**src/rtl/note_sequencer.sv**
```systemverilog
// Song-track reader for one voice: fetches words from a 1-cycle-latency ROM,
// decodes notes and control commands, and hands notes to note_player.
module note_sequencer #(
  parameter int ADDR_W   = 8,
  parameter int MAX_CMDS = 4
) (
  input  logic              i_clk,
  input  logic              i_rst_n,
  input  logic              i_start,
  input  logic              i_stop,
  input  logic [ADDR_W-1:0] i_start_addr,
  output logic [ADDR_W-1:0] o_rom_addr,
  input  logic [15:0]       i_rom_data,
  output logic              o_load,
  output logic [5:0]        o_pitch,
  output logic [4:0]        o_duration,
  output logic [3:0]        o_instrument,
  input  logic              i_done,
  output logic              o_playing,
  output logic              o_finished,
  output logic              o_error
);

  localparam int CNT_W = $clog2(MAX_CMDS + 1);

  localparam logic [2:0] S_IDLE   = 3'd0;
  localparam logic [2:0] S_WAIT   = 3'd1;
  localparam logic [2:0] S_DECODE = 3'd2;
  localparam logic [2:0] S_LOAD   = 3'd3;
  localparam logic [2:0] S_PLAY   = 3'd4;

  logic [2:0]       state;
  logic [CNT_W-1:0] cmd_cnt;
  logic [CNT_W-1:0] cmd_next;
  logic             is_note;
  logic             is_end;
  logic             is_jump;
  logic             cmd_limit;

  assign is_note   = ~i_rom_data[15];
  assign is_end    = i_rom_data[15] & (i_rom_data[14:13] == 2'b00);
  assign is_jump   = i_rom_data[15] & (i_rom_data[14:13] == 2'b01);
  assign cmd_next  = cmd_cnt + CNT_W'(1);
  assign cmd_limit = (cmd_next == CNT_W'(MAX_CMDS));

  // Strobes default low every cycle; stop overrides everything but keeps address and note fields.
  always_ff @(posedge i_clk or negedge i_rst_n) begin
    if (!i_rst_n) begin
      state        <= S_IDLE;
      cmd_cnt      <= '0;
      o_rom_addr   <= '0;
      o_pitch      <= '0;
      o_duration   <= '0;
      o_instrument <= '0;
      o_load       <= 1'b0;
      o_playing    <= 1'b0;
      o_finished   <= 1'b0;
      o_error      <= 1'b0;
    end else begin
      o_load     <= 1'b0;
      o_finished <= 1'b0;
      o_error    <= 1'b0;
      if (i_stop) begin
        state     <= S_IDLE;
        o_playing <= 1'b0;
      end else begin
        case (state)
          S_IDLE: begin
            if (i_start) begin
              o_rom_addr <= i_start_addr;
              cmd_cnt    <= '0;
              state      <= S_WAIT;
              o_playing  <= 1'b1;
            end
          end
          S_WAIT: state <= S_DECODE;
          S_DECODE: begin
            if (is_note) begin
              o_pitch      <= i_rom_data[14:9];
              o_duration   <= i_rom_data[8:4];
              o_instrument <= i_rom_data[3:0];
              cmd_cnt      <= '0;
              o_load       <= 1'b1;
              state        <= S_LOAD;
            end else if (is_end) begin
              o_finished <= 1'b1;
              o_playing  <= 1'b0;
              state      <= S_IDLE;
            end else if (cmd_limit) begin
              // Too many commands in a row: abort without moving the address.
              cmd_cnt   <= cmd_next;
              o_error   <= 1'b1;
              o_playing <= 1'b0;
              state     <= S_IDLE;
            end else begin
              cmd_cnt    <= cmd_next;
              o_rom_addr <= is_jump ? i_rom_data[ADDR_W-1:0] : o_rom_addr + ADDR_W'(1);
              state      <= S_WAIT;
            end
          end
          S_LOAD: state <= S_PLAY;
          S_PLAY: begin
            if (i_done) begin
              o_rom_addr <= o_rom_addr + ADDR_W'(1);
              state      <= S_WAIT;
            end
          end
          default: begin
            state     <= S_IDLE;
            o_playing <= 1'b0;
          end
        endcase
      end
    end
  end

endmodule

```
**config.mk**
```make
export PLATFORM = sky130hd
export DESIGN_NAME = note_sequencer
export DESIGN_NICKNAME = d
export VERILOG_FILES = /design/src/rtl/note_sequencer.sv
export SDC_FILE = /design/constraint.sdc
export NUM_CORES = 1
export LEC_CHECK = 0
export CORE_MARGIN = 2
export CORE_UTILIZATION = 41
export CTS_CLUSTER_SIZE = 20
export DETAILED_ROUTE_END_ITERATION = 8
export PLACE_DENSITY_LB_ADDON = 0.25
export RECOVER_POWER = 25
export SLEW_MARGIN = 20
export SYNTH_ARGS = -nofsm -noshare
export SYNTH_HDL_FRONTEND = slang
export SYNTH_SLANG_ARGS = --single-unit
```
**constraint.sdc**
```tcl
create_clock -name i_clk -period 1.8 [get_ports i_clk]
set_input_delay 0.36 -clock i_clk [delete_from_list [all_inputs] [get_ports i_clk]]
set_output_delay 0.36 -clock i_clk [all_outputs]
set_load 0.01 [all_outputs]
```
==> run_results.csv, run 1 <==
group,metric,value,unit
global_routing,antenna_found_initial,0,
yosys,yosys.area_share.adder,2.25,%
setup_path,path_class,"input port to flip-flop",
global_routing,grt_pass1_wl,7510,um
detailed_routing,wl_per_cell,15.3,um
floorplan,start_util,42.1,%
timing,fmaxAchievable,0.570,GHz
detailed_routing,via_per_inst,5.34,
layout,fin_util,67.6,%
yosys,netlist_instances,161,
status,status,"complete, no violations",
setup_path,cp_num_cells,7,
global_routing,first_global_vias,1642,
floorplan,die_h,67.9,um
yosys,synth_seq_cells,33,
yosys,synth_edf_count,0,
detailed_routing,drc,0,
layout,final_cell_mix,"54 x clkdlybuf4s50_1, 33 x buf_4, 32 x dfrtp_1",
yosys,synth_xor_area_share,1.05,%
timing,report.final.slew_viol_count,0,
yosys,async_flop_share,100,%
global_routing,overflow,0,
yosys,synthMuxAreaShare,11.4,%
clock_network,cts_hold_buf,0,
yosys,synth-compound-area-share,16.5,%
floorplan,die_w,67.9,um
layout,final_common_cell,"clkdlybuf4s50_1",
clock_network,clock_path_buffers,2,
global_routing,grt_max_degree,34,
setup_path,cp_num_buf_inv,3,
setup_path,slowest_stage,"clkdlybuf4s50_1",
yosys,netlist_area,1670,um^2
clock_network,cts_buffers,5,
min_path,min_delay_path_depth,1,
setup_path,cpPeakStageDelay,470,ps
clock_network,cts_root_buf,"clkbuf_8",
timing,maxSlewHeadroom,44.4,%
setup_path,critical_path.endpoint_type,"flip-flop",
power_and_ir_drop,p_leak,1.17,nW
timing,setup_violations,0,
yosys,synth_warnings,0,
global_routing,gr-usage-all-layers,21.5,%
clock_network,cts.sinks,33,
floorplan,rows,23,
timing,fin_crit_sh,97.5,%
timing,hold_viol_final,0,
timing,finalCriticalPeriod,1750,ps
floorplan,pin_count,56,
place,port_buffers,55,
clock_network,cts_tree,"built",
floorplan,fp.coreArea,3970,um^2
setup_path,crit_family,"buffers and inverters",
setup_path,path_max_fanout,4,
setup_path,arrival,1920,ps
detailed_routing,firstDrtPassIters,5,
detailed_routing,num_vias,1607,
place,hpwl,3430,um
layout,drive_above_1_share,29.5,%
timing,setup_tns,0,ps
power_and_ir_drop,p_per_area,993,nW/um^2
yosys,synth.avg_cell_area,10.4,um^2
layout,n_antenna_cell,0,
yosys,synth.distinct_cells,34,
layout,area_growth,60.7,%
yosys,synth_flop_cell,"dfrtp_1",
min_path,hp-class,"flip-flop to flip-flop",
detailed_routing,wl,4590,um
clock_network,clock_latency,280,ps
place,gp_congestion,0.874,
layout,num-nets-final,282,
timing,worst_pin_slew,834,ps
clock_network,clkTransAtPathRegs,70,ps
setup_path,cp-start-kind,"input port",
power_and_ir_drop,p_total,2.67,mW
yosys,synth_top_cell_by_area,"dfrtp_1",
layout,nFillCells,292,
power_and_ir_drop,peakVddDrop,0.000676,V
flow_run,maxCapViolations,0,
floorplan,die_area,4600,um^2
setup_path,cp.required,1960,ps
yosys,ys_seq_area_share,49.4,%
setup_path,worstPathCellList,"clkdlybuf4s50_1 > nand3b_1 > a21oi_1 > buf_4 > inv_1 > a222oi_1 > o21ai_1",
layout,final_cells,301,
yosys,synth_top_area_share,49.4,%
place,dp_cells,287,
setup_path,reg2reg_depth,4,
detailed_routing,drtIter0Drc,190,
timing,skew,5.88,ps
yosys,synth_top_family_by_area,"compound AO/OA/AOI/OAI gates",
clock_network,htreeDepth,2,
detailed_routing,ant_nets,0,
yosys,synthSimpleGateAreaFrac,15.8,%
yosys,synth_fp_nets,193,
yosys,yosys-top-cells-area,"dfrtp_1 49%, mux2_2 11%, o21ai_0 5.4%",
==> synthesized netlist by cell type, drive strengths merged, types with 2 or more instances <==
master   count
o21ai       18
buf          5
nand3b       2
a211oi       2
inv          5
nand2       11
mux2        16
nor2b        2
ha           3
nand3        2
a221oi       5
nor3         8
dfrtp       33
xor2         2
a31oi        3
nor3b        4
a222oi       2
clkbuf       2
a21oi        7
nor2        15
and3         2
a2111oi      2
or3          2
==> where the power goes <==
part           switching, mW  internal (mW)  leakage [nW]
clock network          0.264          0.451        0.0585
logic                  0.358          0.553         0.688
registers              0.128          0.913         0.420
total                  0.751           1.92          1.17
==> timing repair <==
action | CTS | global route
buffers inserted | 2 | 4
setup endpoints to repair | 5 | 26
pin swaps | 2 | 3
resized for setup | 4 | 16
==> final timing paths <==
check / end / start / slack (ps)
worst min-delay path: o_duration[4] / o_duration[4] / 510
max in group asynchronous: state[0] / i_rst_n / 520
worst max-delay path: o_rom_addr[1] / i_rom_data[14] / 50
worst min register to register: o_duration[4] / o_duration[4] / 510
min in group asynchronous: o_rom_addr[3] / i_rst_n / 710
worst max register to register: o_instrument[0] / state[0] / 80
==> cells by family (layout without fill, tap and decap cells) <==
| group | count (synthesis) | after routing |
|---|---|---|
| simple gates | 51 | 51 |
| compound gates | 43 | 43 |
| flops | 33 | 33 |
| mux | 17 | 17 |
| buf+inv | 12 | 102 |
| fa+ha+maj | 3 | 3 |
| xor+xnor | 2 | 2 |
==> layout make-up <==
cell class / instances / area, um^2 / area share [%]
Timing Repair Buffer: 89 / 803 / 29.9
Inverter: 5 / 18.8 / 0.699
Sequential cell: 33 / 827 / 30.8
Clock inverter: 1 / 30.0 / 1.12
Clock buffer: 7 / 86.3 / 3.21
Multi-Input combinational cell: 116 / 858 / 32.0
Tap cell: 50 / 62.6 / 2.33
==> per-stage QoR <==
| stage | instance area, um^2 | setup WS [ps] | hold WS, ps |
|---|---|---|---|
| after floorplan | 1670 | -46.3 | 64.4 |
| after global placement | 2450 | -205 | 491 |
| after detailed placement | 2450 | -313 | 495 |
| after CTS | 2600 | 7.21 | 503 |
| after global routing | 2690 | -11.2 | 524 |
| final | 2690 | 45.9 | 505 |
==> flip-flops by register name (all words and copies together) (netlist names) <==
signal / cells
o_duration: 5
o_instrument: 4
o_finished: 1
o_load: 1
o_playing: 1
state: 3
o_rom_addr: 8
o_pitch: 6
cmd_cnt: 3
o_error: 1
==> metal layers <==
metal | vias up | track usage (%) | share of wire [%] | wire length [um]
met5 | - | 0 | 0 | 0
li1 | 769 | - | - | -
met1 | 774 | 26.8 | 42 | 1930
met4 | 0 | 6.00 | 0.96 | 44
met3 | 7 | 5.59 | 5.7 | 261
met2 | 57 | 36.9 | 51 | 2360
Power figures use the tool's default switching activity.
==> inputs of run 2 (changes only) <==
--- a/config.mk
+++ b/config.mk
@@ -7,7 +7,6 @@
 export LEC_CHECK = 0
 export CORE_MARGIN = 2
 export CORE_UTILIZATION = 41
-export CTS_CLUSTER_SIZE = 20
 export DETAILED_ROUTE_END_ITERATION = 8
 export PLACE_DENSITY_LB_ADDON = 0.25
 export RECOVER_POWER = 25
==> results of run 2 <==
The final DEF is identical to that of run 1; final timing and power are the same.
==> inputs of run 3 (changes only) <==
--- a/config.mk
+++ b/config.mk
@@ -5,6 +5,7 @@
 export SDC_FILE = /design/constraint.sdc
 export NUM_CORES = 1
 export LEC_CHECK = 0
+export CORE_ASPECT_RATIO = 1.25
 export CORE_MARGIN = 2
 export CORE_UTILIZATION = 41
 export DETAILED_ROUTE_END_ITERATION = 8
==> run_results.csv, run 3 (same netlist as run 1, synthesis figures left out) <==
group,metric,value,unit
setup_path,r2r-start,"state[1]",
timing,worst_pin_slew,836,ps
place,dp_cells,289,
global_routing,overflow,0,
clock_network,htreeDepth,2,
floorplan,start_util,43.4,%
detailed_routing,via_per_inst,5.47,
global_routing,antenna_found_initial,0,
timing,maxSlewHeadroom,44.3,%
clock_network,cts_buffers,5,
clock_network,cts_tree,"built",
place,port_buffers,55,
global_routing,gr-usage-all-layers,21.9,%
place,gp_congestion,0.915,
detailed_routing,ant_nets,0,
setup_path,crit_start,"state[1]",
timing,finalCriticalPeriod,1790,ps
timing,report.final.slew_viol_count,0,
detailed_routing,wl_per_cell,16.1,um
power_and_ir_drop,p_per_area,958,nW/um^2
detailed_routing,drc,0,
layout,final_cell_mix,"54 x clkdlybuf4s50_1, 33 x dfrtp_1, 27 x buf_4",
min_path,hp-class,"flip-flop to flip-flop",
setup_path,cp.required,1980,ps
layout,fin_area,2680,um^2
detailed_routing,num_vias,1651,
place,dpl_cell_area,2460,um^2
global_routing,grt_max_degree,34,
setup_path,reg2reg_depth,6,
layout,top_register,"o_rom_addr",
detailed_routing,wl,4880,um
timing,skew,5.70,ps
layout,final_cells,302,
layout,area_growth,60.5,%
timing,setup_violations,0,
detailed_routing,drtIter0Drc,96,
setup_path,cp-start-kind,"flip-flop",
power_and_ir_drop,p_leak,1.15,nW
flow_run,maxCapViolations,0,
clock_network,clock_latency,290,ps
timing,hold_viol_final,0,
min_path,min_delay_path_depth,1,
clock_network,cts_root_buf,"clkbuf_8",
layout,num-nets-final,279,
clock_network,clkTransAtPathRegs,70,ps
detailed_routing,firstDrtPassIters,5,
timing,fmaxAchievable,0.558,GHz
setup_path,path_max_fanout,15,
floorplan,pin_count,56,
timing,fin_crit_sh,99.5,%
status,status,"complete, no violations",
floorplan,rows,25,
layout,largest_register_ffs,8,
global_routing,first_global_vias,1623,
layout,n_antenna_cell,0,
clock_network,clock_path_buffers,2,
floorplan,fp.coreArea,3850,um^2
layout,final_common_cell,"clkdlybuf4s50_1",
layout,top_regs,"o_rom_addr: 8 flops, o_pitch: 6 flops, o_duration: 5 flops",
floorplan,die_w,61.1,um
clock_network,cts_hold_buf,0,
setup_path,critical_path.endpoint_type,"flip-flop",
timing,rsz0062_at_grt,"yes",
setup_path,path_class,"flip-flop to flip-flop",
setup_path,arrival,1970,ps
min_path,hp-start,"o_pitch[3]",
layout,drive_above_1_share,27.4,%
clock_network,cts.sinks,33,
floorplan,die_h,75.4,um
power_and_ir_drop,peakVddDrop,0.000774,V
place,hpwl,3340,um
floorplan,die_area,4610,um^2
global_routing,grt_pass1_wl,7360,um
-- run 3: changes by cell type in the layout (fill, tap and decap cells not counted), moves of 2 or more --
cell / previous run / this run
nor3b_2: 3 / 1
a221oi_1: 3 / 5
o21ai_0: 15 / 13
buf_4: 33 / 27
a221oi_2: 2 / 0
nor3b_1: 1 / 3
o21ai_1: 3 / 5
-- run 3: where the power goes --
part           internal [mW]  switching (mW)  leakage, nW  total (mW)
combinational          0.547           0.351        0.672       0.898
clock                  0.346           0.290       0.0542       0.635
sequential             0.913           0.124        0.421        1.04
total                   1.81           0.765         1.15        2.57
-- run 3: repair_timing --
item	in CTS	in global routing
hold endpoints to repair	0	0
setup endpoints to repair	7	23
pin swaps	2	6
gates cloned	1	0
gates resized for setup	5	19
buffers inserted	0	4
-- run 3: path summary, 6_finish.rpt --
path	end	slack, ps
setup / recovery	o_duration[2]	8
hold / removal	o_pitch[3]	510
setup reg to reg	o_duration[2]	8
hold reg to reg	o_pitch[3]	510
max in group asynchronous	o_duration[3]	580
min in group asynchronous	o_duration[0]	690
-- run 3: area by class of cell --
type                       count  area [um^2]
fill                         304         1160
multi-input combinational    117          880
sequential                    33          826
timing repair buffer          85          790
clock buffer                   7         96.3
tap                           54         67.6
inverter                       5         18.8
clock inverter                 1         5.00
-- run 3: worst max-delay path, cell delays in order (launching register included) --
cell and delay [ps]:
dfrtp_1 380, inv_2 50, or3_4 400, buf_6 150, nor3_4 170, buf_12 180
mux2_2 340
-- run 3: routing by layer --
layer / up-vias / wire [um] / GRT usage [%]
li1: 769 / - / -
met1: 803 / 1930 / 24.9
met2: 70 / 2530 / 37.1
met3: 9 / 309 / 6.45
met4: 0 / 111 / 10.6
met5: - / 0 / 0
-- run 3: through the flow --
stage / util (%) / setup WS, ps / total power, mW / hold WS (ps) / TNS (ps)
3_3_place_gp: 63.8 / -188 / 1.87 / 491 / -2260
5_1_grt: 69.7 / -83.4 / 2.69 / 528 / -677
6_report: 69.7 / 8.26 / 2.57 / 506 / 0
4_1_cts: 67.2 / 2.80 / 2.54 / 484 / 0
2_1_floorplan: - / -46.3 / 1.37 / 64.4 / -470
3_5_place_dp: 63.8 / -263 / 1.90 / 495 / -3140
